===== config.mk =====
export PLATFORM = sky130hd
export DESIGN_NAME = m_mem_access
export DESIGN_NICKNAME = d
export VERILOG_FILES = /design/src/rtl/m_mem_access.sv
export SDC_FILE = /design/constraint.sdc
export NUM_CORES = 1
export LEC_CHECK = 0
export CAP_MARGIN = 20
export CORE_AREA = 3 3 117 119
export CTS_BUF_LIST = sky130_fd_sc_hd__clkbuf_8
export CTS_CLUSTER_SIZE = 24
export DETAILED_ROUTE_END_ITERATION = 12
export DIE_AREA = 0 0 120 122
export GPL_ROUTABILITY_DRIVEN = 0
export PLACE_DENSITY = 0.9
export SYNTH_ARGS = -nofsm -noshare
export SYNTH_HDL_FRONTEND = slang
export SYNTH_SLANG_ARGS = --single-unit

===== constraint.sdc =====
create_clock -name clk -period 2.25 [get_ports clk]
set_clock_uncertainty 0.05 [all_clocks]
set_input_delay 0.45 -clock clk [delete_from_list [all_inputs] [get_ports clk]]
set_output_delay 0.45 -clock clk [all_outputs]
set_load 0.01 [all_outputs]

===== src/rtl/m_mem_access.sv =====
// M-stage data access unit: decodes the load/store in M and masters a handshaked data bus.
// It stalls the pipeline until ack, returns extended load data and flags address and timeout errors.
module m_mem_access #(
  parameter logic [31:0] DM_BASE  = 32'h0000_0000,
  parameter logic [31:0] DM_LIMIT = 32'h0000_2FFF,
  parameter int unsigned TIMEOUT  = 16
) (
  input  logic        clk,
  input  logic        reset,
  input  logic        valid_M,
  input  logic [31:0] INSTR_M,
  input  logic [31:0] ALUOUT_M,
  input  logic [31:0] WD_M,
  output logic        stall_M,
  output logic        done_M,
  output logic [31:0] DMOUT_M,
  output logic        exc_M,
  output logic [4:0]  exc_code_M,
  output logic        m_data_req,
  output logic        m_data_we,
  output logic [31:0] m_data_addr,
  output logic [3:0]  m_data_byteen,
  output logic [31:0] m_data_wdata,
  input  logic        m_data_ack,
  input  logic [31:0] m_data_rdata
);
  localparam int CNT_W = $clog2(TIMEOUT + 1);
  localparam logic [CNT_W-1:0] CNT_LAST = CNT_W'(TIMEOUT - 1);

  localparam logic [1:0] S_IDLE = 2'd0;
  localparam logic [1:0] S_REQ  = 2'd1;
  localparam logic [1:0] S_DONE = 2'd2;
  localparam logic [1:0] S_EXC  = 2'd3;

  localparam logic [1:0] SZ_BYTE = 2'd0;
  localparam logic [1:0] SZ_HALF = 2'd1;
  localparam logic [1:0] SZ_WORD = 2'd2;

  localparam logic [4:0] EXC_ADEL = 5'd4;
  localparam logic [4:0] EXC_ADES = 5'd5;
  localparam logic [4:0] EXC_DBE  = 5'd7;

  logic [1:0]       state;
  logic [CNT_W-1:0] cnt;
  logic [1:0]       size_q;
  logic [1:0]       lane_q;
  logic             sign_q;
  logic             we_q;
  logic [3:0]       byteen_q;

  logic [5:0]  opcode;
  logic        is_load, is_store, is_signed, memop;
  logic [1:0]  size, lane;
  logic [3:0]  byteen;
  logic        misaligned, out_of_range;
  logic [32:0] base_diff, limit_diff;
  logic [31:0] load_ext;
  logic        unused_bits;

  assign opcode = INSTR_M[31:26];

  always_comb begin
    // NOTE: every always_comb output gets a default first so no path can infer a latch.
    is_load   = 1'b0;
    is_store  = 1'b0;
    is_signed = 1'b0;
    size      = SZ_WORD;
    case (opcode)
      6'b100011: begin is_load = 1'b1;  size = SZ_WORD; end
      6'b100001: begin is_load = 1'b1;  size = SZ_HALF; is_signed = 1'b1; end
      6'b100101: begin is_load = 1'b1;  size = SZ_HALF; end
      6'b100000: begin is_load = 1'b1;  size = SZ_BYTE; is_signed = 1'b1; end
      6'b100100: begin is_load = 1'b1;  size = SZ_BYTE; end
      6'b101011: begin is_store = 1'b1; size = SZ_WORD; end
      6'b101001: begin is_store = 1'b1; size = SZ_HALF; end
      6'b101000: begin is_store = 1'b1; size = SZ_BYTE; end
      default: ;
    endcase
  end

  assign memop = valid_M & (is_load | is_store);

  // 33-bit differences: the borrow bit is the range test, valid for any base including zero.
  assign base_diff    = {1'b0, ALUOUT_M} - {1'b0, DM_BASE};
  assign limit_diff   = {1'b0, DM_LIMIT} - {1'b0, ALUOUT_M};
  assign out_of_range = base_diff[32] | limit_diff[32];

  always_comb begin
    misaligned = 1'b0;
    lane       = ALUOUT_M[1:0];
    byteen     = 4'b1111;
    case (size)
      SZ_WORD: begin
        misaligned = |ALUOUT_M[1:0];
        lane       = 2'd0;
      end
      SZ_HALF: begin
        misaligned = ALUOUT_M[0];
        lane       = {ALUOUT_M[1], 1'b0};
        byteen     = ALUOUT_M[1] ? 4'b1100 : 4'b0011;
      end
      default: byteen = 4'b0001 << ALUOUT_M[1:0];
    endcase
  end

  always_comb begin
    load_ext = m_data_rdata;
    case (size_q)
      SZ_BYTE: load_ext = {{24{sign_q & m_data_rdata[{lane_q, 3'b111}]}},
                           m_data_rdata[{lane_q, 3'b000} +: 8]};
      SZ_HALF: load_ext = {{16{sign_q & m_data_rdata[{lane_q[1], 4'b1111}]}},
                           m_data_rdata[{lane_q[1], 4'b0000} +: 16]};
      default: load_ext = m_data_rdata;
    endcase
  end

  always_ff @(posedge clk or negedge reset) begin
    if (!reset) begin
      // NOTE: every register, captured bus fields included, is cleared so reset shows all-zero outputs.
      state        <= S_IDLE;
      cnt          <= '0;
      size_q       <= SZ_BYTE;
      lane_q       <= 2'd0;
      sign_q       <= 1'b0;
      we_q         <= 1'b0;
      byteen_q     <= 4'b0;
      m_data_addr  <= 32'b0;
      m_data_wdata <= 32'b0;
      DMOUT_M      <= 32'b0;
      exc_code_M   <= 5'b0;
    end else begin
      // NOTE: state is updated with non-blocking assignments so every register samples pre-edge values.
      case (state)
        S_IDLE: begin
          if (memop) begin
            if (misaligned | out_of_range) begin
              exc_code_M <= is_load ? EXC_ADEL : EXC_ADES;
              state      <= S_EXC;
            end else begin
              m_data_addr  <= ALUOUT_M;
              m_data_wdata <= WD_M << {lane, 3'b000};
              we_q         <= is_store;
              byteen_q     <= is_store ? byteen : 4'b0;
              size_q       <= size;
              sign_q       <= is_signed;
              lane_q       <= lane;
              cnt          <= '0;
              state        <= S_REQ;
            end
          end
        end
        S_REQ: begin
          if (m_data_ack) begin
            if (!we_q) DMOUT_M <= load_ext;
            state <= S_DONE;
          end else begin
            cnt <= cnt + 1'b1;
            if (cnt == CNT_LAST) begin
              exc_code_M <= EXC_DBE;
              state      <= S_EXC;
            end
          end
        end
        default: state <= S_IDLE;
      endcase
    end
  end

  assign m_data_req    = (state == S_REQ);
  assign m_data_we     = m_data_req & we_q;
  assign m_data_byteen = m_data_req ? byteen_q : 4'b0;
  assign stall_M       = ((state == S_IDLE) & memop) | m_data_req;
  assign done_M        = (state == S_DONE);
  assign exc_M         = (state == S_EXC);

  assign unused_bits = ^{INSTR_M[25:0], base_diff[31:0], limit_diff[31:0]};

endmodule


Word level (Yosys, flattened, before mapping)
Index checks and enable logic that the tools add are counted.
Widths: inputs -> output; s select.
{"block": "word_totals", "ff_bits": 118, "input_bits": 132, "output_inout_bits": 110, "elab_cells": 94}
{"block": "classes", "order_cmp": 2, "reduce_logical": 14, "n_bitwise": 10, "add_sub_neg": 2, "n_mux": 30, "shifts": 4, "eq_ne": 21}
{"op": "$pmux 32 s2", "n": 1}
{"op": "$eq 6x6->1 const B", "n": 8}
{"op": "$mux 5", "n": 7}
{"op": "$sub 14x32->33 const A", "n": 1}
{"op": "$shiftx 32x6->16", "n": 1}
{"op": "$shiftx 32x6->8", "n": 1}
{"op": "$shl 32x5->32", "n": 1}
{"op": "$pmux 5 s2", "n": 2}
{"op": "$lt 5x6->1 const B", "n": 2}
{"op": "$mux 4", "n": 3}
{"op": "$pmux 2 s2", "n": 3}
{"op": "$reduce_or 3->1", "n": 3}
{"op": "$mux 2", "n": 4}
{"op": "$ne 2x2->1 const B", "n": 4}
{"op": "$pmux 4 s2", "n": 1}
{"op": "$mux 1", "n": 7}
{"op": "$eq 2x1->1 const B", "n": 3}
{"op": "$eq 2x2->1 const B", "n": 3}
{"op": "$reduce_and 3->1", "n": 2}
{"op": "$add 5x1->5 const B", "n": 1}
{"op": "$and 1x1->1", "n": 5}
{"op": "$eq 5x4->1 const B", "n": 1}
{"op": "$reduce_and 5->1", "n": 1}
{"op": "$reduce_or 5->1", "n": 1}
{"op": "12 further kinds", "n": 17}

Depth between registers and ports, before layout
{"block": "depth", "depth_word": 9, "ltp_mapped": 8}

Worst setup path after synthesis
OpenSTA, ideal clock, no wires.
{"block": "synth_path", "kind": "input-to-reg", "startpoint": "input port INSTR_M[31]", "endpoint": "register m_data_addr[10]", "path_stages": 8, "setup_ns": 0.127, "arrival_ns": 1.976, "path_slack_ns": 0.096, "required_time_ns": 2.073, "cell_sequence": "nor2b_2 -> buf_4 -> nand3_2 -> a2111o_1 -> or2_1 -> buf_6 -> buf_6 -> mux2_1"}
{"block": "synth_between", "elab_chain_len": 8}
{"element": "start, declared", "line": "11", "rtl": "input logic [31:0] INSTR_M,"}
{"element": "$eq 6x6->1", "line": "68", "rtl": "case (opcode)"}
{"element": "$reduce_or 3->1 (no source line)"}
{"element": "$pmux 2 s2", "line": "68"}
{"element": "$eq 2x1->1 or $eq 2x2->1 (tied branches)", "line": "92", "rtl": "case (size)"}
{"element": "$pmux 1 s2", "line": "92"}
{"element": "$or 1x1->1", "line": "136", "rtl": "if (misaligned | out_of_range) begin"}
{"element": "$not 1->1 (no source line)"}
{"element": "$reduce_and 3->1 (no source line) *"}
{"element": "end signal, assigned", "line": "127", "rtl": "m_data_addr <= 32'b0;"}
{"element": "end signal, assigned", "line": "140", "rtl": "m_data_addr <= ALUOUT_M;"}
{"element": "end, declared", "line": "21", "rtl": "output logic [31:0] m_data_addr,"}
Mark *: on every way between the ends. The rest lies on a longest branch, timed or not.
A chain may end at the register's enable or synchronous reset.

Final worst setup path
{"block": "layout_path", "startpoint": "input port INSTR_M[26]", "endpoint": "register m_data_wdata[20]"}
{"block": "layout_between", "elab_chain_len": 8}
{"element": "branches (longest 8 deep; another with $shl 32x5->32)"}
{"element": "end signal, assigned", "line": "141", "rtl": "m_data_wdata <= WD_M << {lane, 3'b000};"}
{"element": "end, declared", "line": "23", "rtl": "output logic [31:0] m_data_wdata,"}
Parallel ways; which one is timed is not known.

==> impl_results.md <==
* Status: finished with violations
* Failing checks: setup timing
* Pre-CTS WS at -0.493 ns
* Hold WC Path Type: in2async
* Latest clock arrival within the worst-skew pair at roughly 0.42 ns
* Buf/Inv on CP at 2
* Max Cap Viol at 0
* Fmax at roughly 0.44 GHz
* Setup TNS at -0.0761 ns
* Largest stage delay, worst path at ~0.49 ns
* Routed Antenna Nets at 0
* Final slew viol count at 0
* Filler cells at 941
* Layout area overhead at 55.5%
* Initial antenna violation count at 0
* Fin worst setup slack at -0.0147 ns
* Leakage at between 0.003 and 0.004 µW
* Metal2 WL at about 9300 µm
* Critical R2R Launch: lane_q[1]$_DFFE_PN0P_
* Post-synth top area share at 52.3%
* Fin nets at 903
* Post-synth top cells: 116 x dfrtp_1, 49 x a21oi_1, 47 x o21ai_0, 44 x nor2_1, 40 x nand2_1
* Post-synth EDFFs at 0
* DR iter-0 viols at ~370
* Critical Path Source: INSTR_M[26]
* Core area at 12700 µm²
* Final wirelength at roughly 18000 µm
* CP Launch Type: primary input
* Vias/cell at roughly 5.5
* Worst-Margin Slew at between 0.7 and 0.8 ns
* Final Hold Fails at 0
* Critical path class: in2reg
* Post-synthesis sequential element count at between 100 and 150
* First-pass GRT wire length at roughly 28000 µm
* Crit Path Max Fanout at 22
* RSZ-0062 raised after global routing: yes
* Clock transition at path regs at about 0.07 ns
* Diodes inserted at 0
* Yosys warns at 0
* Netlist cell types at 53
* H-tree depth at 4
* Final cell count without fillers at roughly 950
* Total track usage at roughly 24%
* I/O Buffers at between 200 and 250
* Reg2reg setup slack at about 0.19 ns
* CTS Sinks at 116
* Placed insts at 920
* Total CTS buffers at 17
* Most used DFF post-synth: dfrtp_1
* CTS tree: done
* Netlist Area Pre-Place at roughly 5500 µm²
* Top routing layer in use: met4
* Final min period at 2.26 ns
* Syn avg cell area at approximately 10 µm²
* Die area at approximately 15000 µm²
* Vert. Die Dim at between 100 and 150 µm
* Top-count cell post-synth: dfrtp_1
* Slew margin rel. at between 50% and 60%
* DRC viols at 0
* Max IR drop VDD at 468 µV
* Die Span X at ~120 µm
* Crit-path cells: clkdlybuf4s50_1, nor2_2, a31oi_1, a2111o_1, or2_4, bufbuf_16, mux2_2
* Largest buffer count on any clock path at 2
* DR WL met3 at between 1000 and 1500 µm
* Detailed-route via count at between 5k and 6k
* Worst Setup End Kind: register
* Critical path's top delay family: buffers and inverters
* Grt ovf at 0
* Synth async-reset ratio at 100%
* DPL Wire Length at between 10000 and 15000 µm
* Final core utilization at a little under 70%
* Tot Pwr at around 6100 µW
* Pwr/cell area at slightly above 700 nW/µm²
* Final setup fails at 6
* Ports at 242
* Yosys top cell by area: dfrtp_1
* Vias in the first global route at approximately 5.5k
* Slowest CP cell: clkdlybuf4s50_1
* Std-Cell Rows at slightly above 40
* Synth top area cells: dfrtp_1 52%, mux2_2 7.3%, mux2i_1 6.0%, a21oi_1 4.4%, o21ai_0 4.2%
* Wirelength per Cell at 18.8 µm
* Req. time, crit path at between 2 and 3 ns
* Initial core utilization at 43.8%
* Largest net degree at the start of global routing at approximately 120
* Root Buffer: clkbuf_8
* Share of cells above drive strength 1 at between 10% and 20%
* DRT Pass-1 Iters at 5
* Syn Inst Count at 529
* Final clock period utilization by the worst path at 101%
* CTS Hold Bufs at 0
* Worst Path Arrival at approximately 2.5 ns
* DRT met1 WL at 6710 µm
* Sequential element share of the synthesized area at a little over half
placed cells by master (no fill, tap or decap), drive strengths merged, types with 4 or more instances in the layout:
master / Yosys / layout
a222oi: 7 / 7
nor2b: 4 / 4
nand2b: 6 / 6
o31ai: 9 / 9
a21oi: 49 / 49
buf: 12 / 46
nand3: 5 / 5
nor4: 6 / 6
clkdlybuf4s50: 0 / 197
dfrtp: 116 / 116
nand2: 40 / 40
dlymetal6s2s: 0 / 8
mux2: 39 / 39
inv: 9 / 11
o2bb2ai: 9 / 9
nor2: 44 / 44
and2: 27 / 27
dlygate4sd2: 0 / 6
o21ai: 47 / 47
clkbuf: 26 / 21
mux2i: 33 / 33
layer usage:
metal	track usage, %	vias up
met5	0	-
met4	10.2	0
met1	27.4	2563
met3	7.52	48
li1	-	2361
met2	42.4	261
stage by stage:
stage	area, µm²	hold slack, ns
4_1_cts	8550	0.0719
6_report	8620	0.0257
5_1_grt	8620	0.0936
2_1_floorplan	5550	0.104
3_5_place_dp	8090	0.420
3_3_place_gp	8090	0.413
registers in the layout, summed over array words and instances (netlist names):
| signal | cells |
|---|---|
| lane_q | 2 |
| we_q | 1 |
| state | 2 |
| m_data_wdata | 32 |
| m_data_addr | 32 |
| size_q | 2 |
| cnt | 5 |
| exc_code_M | 3 |
| sign_q | 1 |
| byteen_q | 4 |
| DMOUT_M | 32 |
worst paths after layout:
check                                               end  depth (start not counted)
max                        m_data_wdata[20]$_DFFE_PN0P_                          7
max reg2reg                      DMOUT_M[6]$_DFFE_PN0P_                          4
min                             DMOUT_M[24]$_DFFE_PN0P_                          2
max in group asynchronous          state[0]$_DFFE_PN0P_                          2
min in group clk            m_data_addr[26]$_DFFE_PN0P_                          1
min reg2reg                 m_data_addr[26]$_DFFE_PN0P_                          1
cell type report:
class,count,area [µm²],area share (%)
clock inverters,10,131,1.52
well taps,172,215,2.50
clock buffers,21,289,3.35
multi-input cells,367,2500,29.0
flip-flops and latches,116,2900,33.7
repair buffers,258,2550,29.6
inverters,9,33.8,0.392
cell families (layout without fill, tap and decap cells):
family / count (synthesis) / in the layout / share of synthesized area [%]
AO/OA/AOI/OAI: 144 / 144 / 16.0
adder cells (fa/ha/maj): 2 / 2 / 0.451
buffers and inverters: 47 / 298 / 3.99
flip-flops: 116 / 116 / 52.3
multiplexers: 73 / 73 / 14.3
other: 1 / 2 / 0.0676
AND/OR/NAND/NOR: 146 / 146 / 12.8
power breakdown:
group / total, µW / switching (µW) / internal (µW)
Clock: 2030 / 832 / 1200
Sequential: 2590 / 200 / 2390
Combinational: 1500 / 644 / 861
Total: 6120 / 1680 / 4450
timing repair:
action                                  CTS  global route
cloned                                    1             0
pin swaps                                 4             5
buffers inserted                          0             1
endpoints found under the setup margin   66            45
resized for setup                        16            19
worst reg2reg max path, delay by kind of cell (launching register included):
kind	cells	cell delay (ns)
AO/OA/AOI/OAI	2	0.49
buffers and inverters	1	0.12
flip-flops	1	0.68
AND/OR/NAND/NOR	1	0.63
Note: power is estimated with default switching activity, not from simulation.
